$ cat config.mk
export PLATFORM = sky130hd
export DESIGN_NAME = tone_decoder
export DESIGN_NICKNAME = d
export VERILOG_FILES = /design/src/rtl/tone_pkg.sv /design/src/rtl/tone_period_meter.sv /design/src/rtl/tone_decoder.sv
export SDC_FILE = /design/constraint.sdc
export NUM_CORES = 1
export LEC_CHECK = 0
export BUFFER_PORTS_ARGS = -buffer_cell sky130_fd_sc_hd__buf_2
export CAP_MARGIN = 30
export CORE_ASPECT_RATIO = 0.9
export CORE_UTILIZATION = 52
export DETAILED_ROUTE_END_ITERATION = 16
export HOLD_SLACK_MARGIN = 0.12
export PLACE_DENSITY = 0.78
export SYNTH_ARGS = -nofsm -noshare
export SYNTH_HDL_FRONTEND = slang
export SYNTH_SLANG_ARGS = --single-unit
$ cat constraint.sdc
create_clock -name clk -period 6.5 [get_ports clk]
set_input_delay 0.325 -clock clk [delete_from_list [all_inputs] [get_ports clk]]
set_output_delay 0.325 -clock clk [all_outputs]
set_load 0.05 [all_outputs]
$ cat src/rtl/tone_pkg.sv
// Shared constants for the tone decoder: note encoding, octave-0 period table
// (50 MHz clk, A = 440 Hz at index 9) and the search FSM state type.
package tone_pkg;

   localparam logic [3:0] NOTE_NONE = 4'hF;
   localparam int         NUM_NOTES = 12;

   localparam logic [19:0] NOTE_PERIOD [NUM_NOTES] = '{
      20'd191113, 20'd180388, 20'd170265, 20'd160705,
      20'd151685, 20'd143172, 20'd135139, 20'd127551,
      20'd120395, 20'd113636, 20'd107258, 20'd101238
   };

   typedef enum logic [1:0] {IDLE, SEARCH, CONFIRM} state_t;

endpackage

$ cat src/rtl/tone_period_meter.sv
// Synchronizes tone_in, detects rising edges and measures the period in clk cycles.
// Define TONE_DECODER_GLITCH_FILTER_EN to insert a 3-tap majority filter after the synchronizer.
module tone_period_meter #(
   parameter int PW         = 20,
   parameter int TIMEOUT    = 2**20-1,
   parameter int MIN_PERIOD = 1024
) (
   input  logic          clk,
   input  logic          rstn,
   input  logic          tone_in,
   input  logic          i_take,
   output logic          o_pend_vld,
   output logic [PW-1:0] o_pend_p,
   output logic          o_silence
);

   localparam logic [PW-1:0] CNT_MAX = '1;
   localparam logic [PW-1:0] MIN_P   = PW'(MIN_PERIOD);
   localparam logic [PW-1:0] TO_M1   = PW'(TIMEOUT - 1);

   logic          r_sync1, r_sync2, r_prev, r_edge, r_first;
   logic [PW-1:0] r_cnt;
   logic          w_filt, w_accept, w_capture, w_silence;

`ifdef TONE_DECODER_GLITCH_FILTER_EN
   logic r_tap1, r_tap2, r_maj;

   always_ff @(posedge clk or negedge rstn) begin
      if (!rstn) begin
         r_tap1 <= 1'b0;
         r_tap2 <= 1'b0;
         r_maj  <= 1'b0;
      end else begin
         r_tap1 <= r_sync2;
         r_tap2 <= r_tap1;
         r_maj  <= (r_sync2 & r_tap1) | (r_sync2 & r_tap2) | (r_tap1 & r_tap2);
      end
   end

   assign w_filt = r_maj;
`else
   assign w_filt = r_sync2;
`endif

   // Short edges are dropped without touching the counter, so a glitch cannot split a period.
   assign w_accept  = r_edge && (r_cnt >= MIN_P);
   assign w_capture = w_accept && !r_first;
   assign w_silence = !w_accept && (r_cnt == TO_M1);
   assign o_silence = w_silence;

   always_ff @(posedge clk or negedge rstn) begin
      if (!rstn) begin
         r_sync1    <= 1'b0;
         r_sync2    <= 1'b0;
         r_prev     <= 1'b0;
         r_edge     <= 1'b0;
         r_cnt      <= '0;
         r_first    <= 1'b1;
         o_pend_vld <= 1'b0;
         o_pend_p   <= '0;
      end else begin
         r_sync1 <= tone_in;
         r_sync2 <= r_sync1;
         r_prev  <= w_filt;
         r_edge  <= w_filt & ~r_prev;

         if (w_accept) begin
            r_cnt   <= PW'(1);
            r_first <= 1'b0;
         end else if (r_cnt != CNT_MAX) begin
            r_cnt <= r_cnt + 1'b1;
         end
         if (w_silence) r_first <= 1'b1;

         // Single pending slot: a newer capture overwrites an unconsumed one.
         if (w_silence) begin
            o_pend_vld <= 1'b0;
         end else if (w_capture) begin
            o_pend_vld <= 1'b1;
            o_pend_p   <= r_cnt;
         end else if (i_take) begin
            o_pend_vld <= 1'b0;
         end
      end
   end

endmodule

$ cat src/rtl/tone_decoder.sv
// Recovers {octave, note} from a square-wave tone by period search over the shared table.
// Optional glitch filter in tone_period_meter is enabled by TONE_DECODER_GLITCH_FILTER_EN.
module tone_decoder
   import tone_pkg::*;
#(
   parameter int PW         = 20,
   parameter int TIMEOUT    = 2**20-1,
   parameter int MIN_PERIOD = 1024,
   parameter int TOL_SHIFT  = 6,
   parameter int STABLE_N   = 3,
   parameter int OCT_MAX    = 7
) (
   input  logic       clk,
   input  logic       rstn,
   input  logic       tone_in,
   output logic [3:0] note,
   output logic [3:0] octave,
   output logic       valid,
   output logic       changed
);

   localparam int MCW = $clog2(STABLE_N + 1);

   state_t          r_state, w_state_nxt;
   logic [PW-1:0]   r_p;
   logic [3:0]      r_o, r_n;
   logic [3:0]      r_cand_note, r_cand_oct, r_hist_note, r_hist_oct;
   logic [3:0]      r_note, r_oct;
   logic            r_valid, r_changed;
   logic [MCW-1:0]  r_mcnt;

   logic            w_pend_vld, w_silence, w_take, w_hit, w_last, w_same;
   logic            w_pub, w_pub_valid, w_differs;
   logic [PW-1:0]   w_pend_p, w_ref, w_tol;
   logic signed [PW:0] w_diff;
   logic [PW:0]     w_abs;
   logic [MCW-1:0]  w_mcnt_nxt;

   tone_period_meter #(
      .PW         (PW),
      .TIMEOUT    (TIMEOUT),
      .MIN_PERIOD (MIN_PERIOD)
   ) u_meter (
      .clk        (clk),
      .rstn       (rstn),
      .tone_in    (tone_in),
      .i_take     (w_take),
      .o_pend_vld (w_pend_vld),
      .o_pend_p   (w_pend_p),
      .o_silence  (w_silence)
   );

   always_ff @(posedge clk or negedge rstn) begin
      if (!rstn) r_state <= IDLE;
      else       r_state <= w_state_nxt;
   end

   always_comb begin
      w_state_nxt = r_state;
      case (r_state)
         IDLE:    if (w_pend_vld) w_state_nxt = SEARCH;
         SEARCH:  if (w_hit || w_last) w_state_nxt = CONFIRM;
         CONFIRM: w_state_nxt = IDLE;
         default: w_state_nxt = IDLE;
      endcase
   end

   always_comb begin
      w_take      = (r_state == IDLE) && w_pend_vld;
      w_ref       = PW'(NOTE_PERIOD[r_n] >> r_o);
      w_tol       = w_ref >> TOL_SHIFT;
      w_diff      = $signed({1'b0, r_p}) - $signed({1'b0, w_ref});
      w_abs       = w_diff[PW] ? -w_diff : w_diff;
      w_hit       = (r_state == SEARCH) && (w_abs <= {1'b0, w_tol});
      w_last      = (r_o == 4'(OCT_MAX)) && (r_n == 4'(NUM_NOTES - 1));
      w_same      = (r_cand_note == r_hist_note) && (r_cand_oct == r_hist_oct);
      w_mcnt_nxt  = MCW'(1);
      if (w_same) w_mcnt_nxt = (r_mcnt == MCW'(STABLE_N)) ? r_mcnt : r_mcnt + 1'b1;
      w_pub       = (r_state == CONFIRM) && (w_mcnt_nxt == MCW'(STABLE_N));
      w_pub_valid = (r_cand_note != NOTE_NONE);
      w_differs   = {w_pub_valid, r_cand_oct, r_cand_note} != {r_valid, r_oct, r_note};
   end

   always_ff @(posedge clk or negedge rstn) begin
      if (!rstn) begin
         r_p         <= '0;
         r_o         <= '0;
         r_n         <= '0;
         r_cand_note <= NOTE_NONE;
         r_cand_oct  <= '0;
         r_hist_note <= NOTE_NONE;
         r_hist_oct  <= '0;
         r_mcnt      <= '0;
         r_note      <= NOTE_NONE;
         r_oct       <= '0;
         r_valid     <= 1'b0;
         r_changed   <= 1'b0;
      end else begin
         r_changed <= 1'b0;
         case (r_state)
            IDLE: if (w_take) begin
               r_p <= w_pend_p;
               r_o <= '0;
               r_n <= '0;
            end
            SEARCH: begin
               if (w_hit) begin
                  r_cand_note <= r_n;
                  r_cand_oct  <= r_o;
               end else if (w_last) begin
                  r_cand_note <= NOTE_NONE;
                  r_cand_oct  <= '0;
               end else if (r_n == 4'(NUM_NOTES - 1)) begin
                  r_n <= '0;
                  r_o <= r_o + 1'b1;
               end else begin
                  r_n <= r_n + 1'b1;
               end
            end
            CONFIRM: begin
               r_mcnt      <= w_mcnt_nxt;
               r_hist_note <= r_cand_note;
               r_hist_oct  <= r_cand_oct;
               if (w_pub) begin
                  r_note    <= r_cand_note;
                  r_oct     <= r_cand_oct;
                  r_valid   <= w_pub_valid;
                  r_changed <= w_differs;
               end
            end
            default: ;
         endcase
         // Silence overrides any same-cycle publish.
         if (w_silence) begin
            r_hist_note <= NOTE_NONE;
            r_hist_oct  <= '0;
            r_mcnt      <= '0;
            if (r_valid || r_note != NOTE_NONE) begin
               r_note    <= NOTE_NONE;
               r_oct     <= '0;
               r_valid   <= 1'b0;
               r_changed <= 1'b1;
            end
         end
      end
   end

   assign note    = r_note;
   assign octave  = r_oct;
   assign valid   = r_valid;
   assign changed = r_changed;

endmodule

# Word-level counts from Yosys, hierarchy flattened
# Memory sizes are Yosys's and may differ from the RTL's.
# Cells that the tools add are included.
# word_totals
register_bits,104
romBits,320
inputBits,3
out_inout_bits,10
word_cells,130
mem_count,1
# op_classes
n_addsub,6
order_cmp,3
n_eq_ne,19
shift,1
mux,50
bitwise,4
reduce_logical,25
# memory_table
memory,words,word_bits,read_ports,rd_ports_with_merged_regs,wr,line_no,text
(no name shown),16,20,1,0,0,tone_decoder.sv:70,w_ref = PW'(NOTE_PERIOD[r_n] >> r_o);
# ops
op,n
$mux W4,23
$mux W20,4
$le A21 B14 Y1,1
$mux W21,1
$neg A21 Y21,1
$sub A20 B20 Y21,1
$add A20 B1 Y20 const B,1
$eq A20 B20 Y1 const B,1
$ge A20 B11 Y1 const B,1
$ne A20 B20 Y1 const B,1
$shr A20 B4 Y20,1
$pmux W4 S2,2
$mux W1,13
$mux W2,6
$reduce_bool A2 Y1,5
$ne A9 B9 Y1,1
$add A4 B1 Y4 const B,2
$eq A4 B4 Y1,2
$logic_and A1 B1 Y1,8
$ne A4 B4 Y1 const B,2
$reduce_and A2 Y1,4
$eq A2 B2 Y1 const B,3
$ne A2 B1 Y1 const B,3
$ne A2 B2 Y1 const B,3
15 further kinds,18

# Depth between registers and ports, before layout
# logic_depth
ltp_word,13
depth_mapped,38
ltp_nobuf,34

# Cells and area by module
# From an unflattened synthesis, not the netlist that was laid out.
# hier_totals
cells_unflattened,864
hier_area_um2,7858.8
# by_module_without_submodules
module,instances,cells_each,area_each_um2
tone_decoder,1,674,5527.8
tone_period_meter,1,190,2331.0

# Least setup slack after synthesis
# No wires, ideal clock.
# synth_path
kind,reg2reg
start,reg r_n[0]
end,reg r_n[2]
t_arrival_ns,6.603
required_ns,6.405
setup_slack_ns,-0.199
stages_incl_launch_ff,28
n_path_buf,3
path_cell_list,dfrtp_1 -> clkbuf_1 -> inv_1 -> ha_1 -> clkbuf_1 -> nor2_1 -> o21ai_0 -> a31oi_1 -> a31oi_1 -> mux2i_1 -> mux4_2 -> fa_1 -> a211oi_2 -> o21ai_2 -> or3_4 -> a2111oi_1 -> nand4b_1 -> o21ai_0 -> xor2_1 -> ha_1 -> nand3_1 -> or4_1 -> o21ai_0 -> a22oi_1 -> nor4_4 -> buf_6 -> o21ai_1 -> o31ai_1
# synth_via
elab_chain_len,12
# synth_lines
item,line_no,text
from (decl),tone_decoder.sv:26,"logic [3:0] r_o, r_n;"
from (signal assigned),tone_decoder.sv:117,r_n <= r_n + 1'b1;
$not A4 Y5 (not written as such),tone_decoder.sv:70,
$mem_v2 Z16 W20,n/a,
$mux W20 (not written as such) (2 in a row),tone_decoder.sv:70,
$shr A20 B4 Y20,tone_decoder.sv:70,
$sub A20 B20 Y21,tone_decoder.sv:72,"w_diff = $signed({1'b0, r_p}) - $signed({1'b0, w_ref});"
$neg A21 Y21,tone_decoder.sv:73,w_abs = w_diff[PW] ? -w_diff : w_diff;
$mux W21,tone_decoder.sv:73,
$le A21 B14 Y1,tone_decoder.sv:74,"w_hit = (r_state == SEARCH) && (w_abs <= {1'b0, w_tol});"
$logic_and A1 B1 Y1,tone_decoder.sv:74,
$ne A2 B2 Y1 (no line),n/a,
$reduce_and A4 Y1 (no line),n/a,
# Parallel ways exist; a longest one is shown, timed or not. The select of a mux whose other input is x is not followed.
# A chain may end at the register's enable or synchronous reset.

# Worst setup path after layout
# layout_path
start,reg r_n[2]
end,reg r_n[0]
# The elaborated chain is that of the path after synthesis.

==> flow_summary.ini <==
[setup_path]
path_common_cell = buf_4
cp_slowest_cell = or4_4
reg2regPathDepth = 29
required_ps = 6720
critPathMaxStageDelay_ps = 570
critical_path.top_delay_family = compound AO/OA/AOI/OAI gates
end_kind = flip-flop
setup.worst_path.class = reg2reg
timing.critical_path.buf_inv = 6
r2r_start = r_n[2]
cp.arrival_ps = 6450
crit_path_max_fanout = 11
r2r_end = r_n[0]
critPathLaunchType = flip-flop
rrSetupSlack_ps = 270

[cts]
clkLatencyLatePin_ps = 340
numCtsBuffers = 9
root_buffer = clkbuf_16
cts_tree = built
cts.sink_count = 104
clkTransAtPathRegs_ps = 60
cts.path.max_buffers = 2
htreeDepth = 3

[final_layout]
nFillCells = 1283
areaGrowthSynthToFinish_pct = 13.70
design_area_sq_mm = 0.008911
multi_input_area_sq_mm = 0.005124
antennaDiodeCount = 0
seqCellArea_sq_mm = 0.002620
drive_above_1_share = 0.1865
final_nets = 1018
finalNonFillerCells = 1174

[pwr]
power_mw = 1.194
switchingPower_uw = 234.4
p_clk_frac = 0.443
seq_power_share = 0.544
p_per_area_mw_per_mm2 = 134.0
swShare = 0.1963
p_int_uw = 959.6
leakagePower_nw = 4.010
irDropWorstVdd_mv = 0.1773
power_frac_comb = 0.013

[timing]
skew_ps = 7.010
hold_viol = 0
period_share = 0.9587
slew_viol_final = 0
timing.fmax_ghz = 0.1605
slew_headroom = 0.2075
hold-worst-slack_ps = 363.4
tightest_slew_ps = 1159
min_period_ps = 6231
final-setup-viol-count = 0

[worst_hold_path]
holdPathStages = 0
min_from = u_meter.r_sync1
hold_end = u_meter.r_sync2
holdCritPathClass = reg2reg

[routing]
postRouteWirelength_um = 19790
wire_per_inst_um = 16.86
drtIter0Drc = 714
viasPerCell = 6.020
drc = 0
drtAntennaViolNets = 0
dr_total_vias = 7068
dr.pass1.iters = 5

[synthesis]
synth_seq_cells = 104
synthArstFlopShare = 1.000
syn_avg_cell_area_sq_um = 8.259
syn_area_sq_mm = 0.007838
yosysWarnings = 0
synth_edf_count = 0
dominantRegCellSynth = dfrtp_1
yosysSeqAreaShare = 0.3341
syn_nets = 996
synth_cell_types = 76
syn_inst = 949

[place]
port-buffer-count = 12
place.gp.congestion = 0.9581
placed_area_sq_mm = 0.008257
dp.cells = 1143
hpwl_um = 14630

[global_route]
grt_use_total = 0.2561
grt_max_degree = 80
antenna_found_initial = 0
grt_pass1_wl_um = 32560
grt_pass1_vias = 6712
grt_overflow = 0

[die]
io_pins = 13
start_util = 0.5327
fp.coreArea_sq_mm = 0.01471
num_rows = 42
fp.dieH_um = 118.5
die_w_um = 131.4
die-area_sq_mm = 0.01557

[status]
outcome = finished clean

[job]
maxCapViolCount = 0
## how the worst max path moves through the flow
stage                     endpoint  cells after the start  slack (ps)  startpoint
after detailed placement    r_n[0]                     37          40      r_n[0]
after floorplan             r_n[2]                     27          10      r_n[0]
after global routing        r_o[0]                     30         -60      r_n[0]
final                       r_n[0]                     29         270      r_n[2]
after CTS                   r_n[0]                     37          20      r_n[0]
after global placement      r_o[1]                     31         140      r_n[1]
## cell usage after synthesis (all sizes together), types with 3 or more instances
cell / number / area, sq um
a31o: 3 / 26.28
nor2: 89 / 336.6
dfrtp: 91 / 2277
o22ai: 4 / 25.02
and2: 11 / 68.82
nor3: 18 / 90.09
nor4: 9 / 77.57
nand2b: 11 / 68.82
inv: 20 / 75.07
a21boi: 6 / 45.05
nor2b: 11 / 68.82
a221oi: 3 / 26.28
and4: 3 / 26.28
and3: 10 / 62.56
or2: 4 / 25.02
buf: 10 / 47.55
xor2: 20 / 175.2
a21o: 8 / 60.06
o21a: 9 / 67.56
clkbuf: 45 / 168.9
nand4b: 4 / 41.29
xnor2: 34 / 297.8
a2111oi: 4 / 55.06
mux2i: 27 / 270.3
or3: 9 / 61.31
nand2: 166 / 623.1
o211a: 3 / 30.03
dfstp: 13 / 341.6
o211ai: 11 / 82.58
o31ai: 4 / 30.03
mux2: 24 / 270.3
a31oi: 8 / 50.05
a21oi: 59 / 295.3
a211oi: 15 / 127.6
nand4: 13 / 81.33
ha: 43 / 538.0
o21ai: 62 / 314.0
or4: 4 / 30.03
nand3: 28 / 140.1
## state kept, by name (all words and copies together) (netlist names), 4 cells and up
register / count
u_meter.r_cnt: 20
r_o: 4
u_meter.o_pend_p: 20
r_cand_note: 4
r_hist_note: 4
octave: 4
note: 4
r_cand_oct: 4
r_hist_oct: 4
r_p: 20
r_n: 4
## metal layers
metal | up-vias | track usage | wire length (um)
li1 | 3411 | - | -
met1 | 3355 | 0.3636 | 8999
met2 | 264 | 0.4038 | 9033
met5 | - | 0 | 0
met3 | 38 | 0.02488 | 1339
met4 | 0 | 0.09811 | 418
## per-stage QoR
step | utilization | setup TNS (ps) | setup WS [ps]
floorplan | - | 0 | 14.30
global placement | 0.5605 | 0 | 136.1
detailed placement | 0.5611 | 0 | 40.55
CTS | 0.5823 | 0 | 17.78
global route | 0.6056 | -304.7 | -62.93
finish | 0.6056 | 0 | 268.6
## placed cells by master (no fill, tap or decap), types with 7 or more instances in the layout
cell	n
nand2_1	164
dfrtp_1	90
nor2_1	85
a21oi_1	49
buf_4	44
o21ai_0	39
ha_1	37
xnor2_1	34
nand3_1	28
mux2i_1	26
mux2_2	24
xor2_1	19
o21ai_1	19
nor3_1	18
inv_1	18
nand4_1	13
dfstp_2	13
o211ai_1	11
a211oi_1	11
buf_2	11
nand2b_1	10
and2_1	10
and3_1	10
nor2b_1	10
clkbuf_16	10
a21oi_2	9
o21a_1	9
a21o_1	8
or3_1	8
a31oi_1	7
nor4_1	7
## kinds of logic after synthesis
| logic type | share of synthesized area |
|---|---|
| compound gates | 0.1850 |
| xor+xnor | 0.06035 |
| fa+ha+maj | 0.07120 |
| buf+inv | 0.03720 |
| flops | 0.3341 |
| mux | 0.07471 |
| simple gates | 0.2374 |
## what timing repair did
item                                    in CTS  in global routing
buffers inserted                             0                 11
hold buffers                                 2                  0
resized for setup                            0                 69
hold endpoints to repair                    21                  0
endpoints found under the setup margin       0                 18
## layout make-up
class | count | area share
multi-input cells | 770 | 0.5750
flip-flops and latches | 104 | 0.2940
repair buffers | 66 | 0.06206
well taps | 198 | 0.02780
clock buffers | 12 | 0.02766
inverters | 20 | 0.008425
clock inverters | 4 | 0.005055
## power groups by stage
| stage | Combinational [mW] | Clock (mW) | Sequential (mW) |
|---|---|---|---|
| after floorplan | 0.000218 | 0 | 0.661 |
| after global placement | 0.0138 | 0 | 0.661 |
| after detailed placement | 0.0139 | 0 | 0.661 |
| after CTS | 0.0147 | 0.537 | 0.649 |
| after global routing | 0.0187 | 0.559 | 0.649 |
| final | 0.0160 | 0.529 | 0.649 |
No activity file was read; power rests on OpenSTA's default activity.
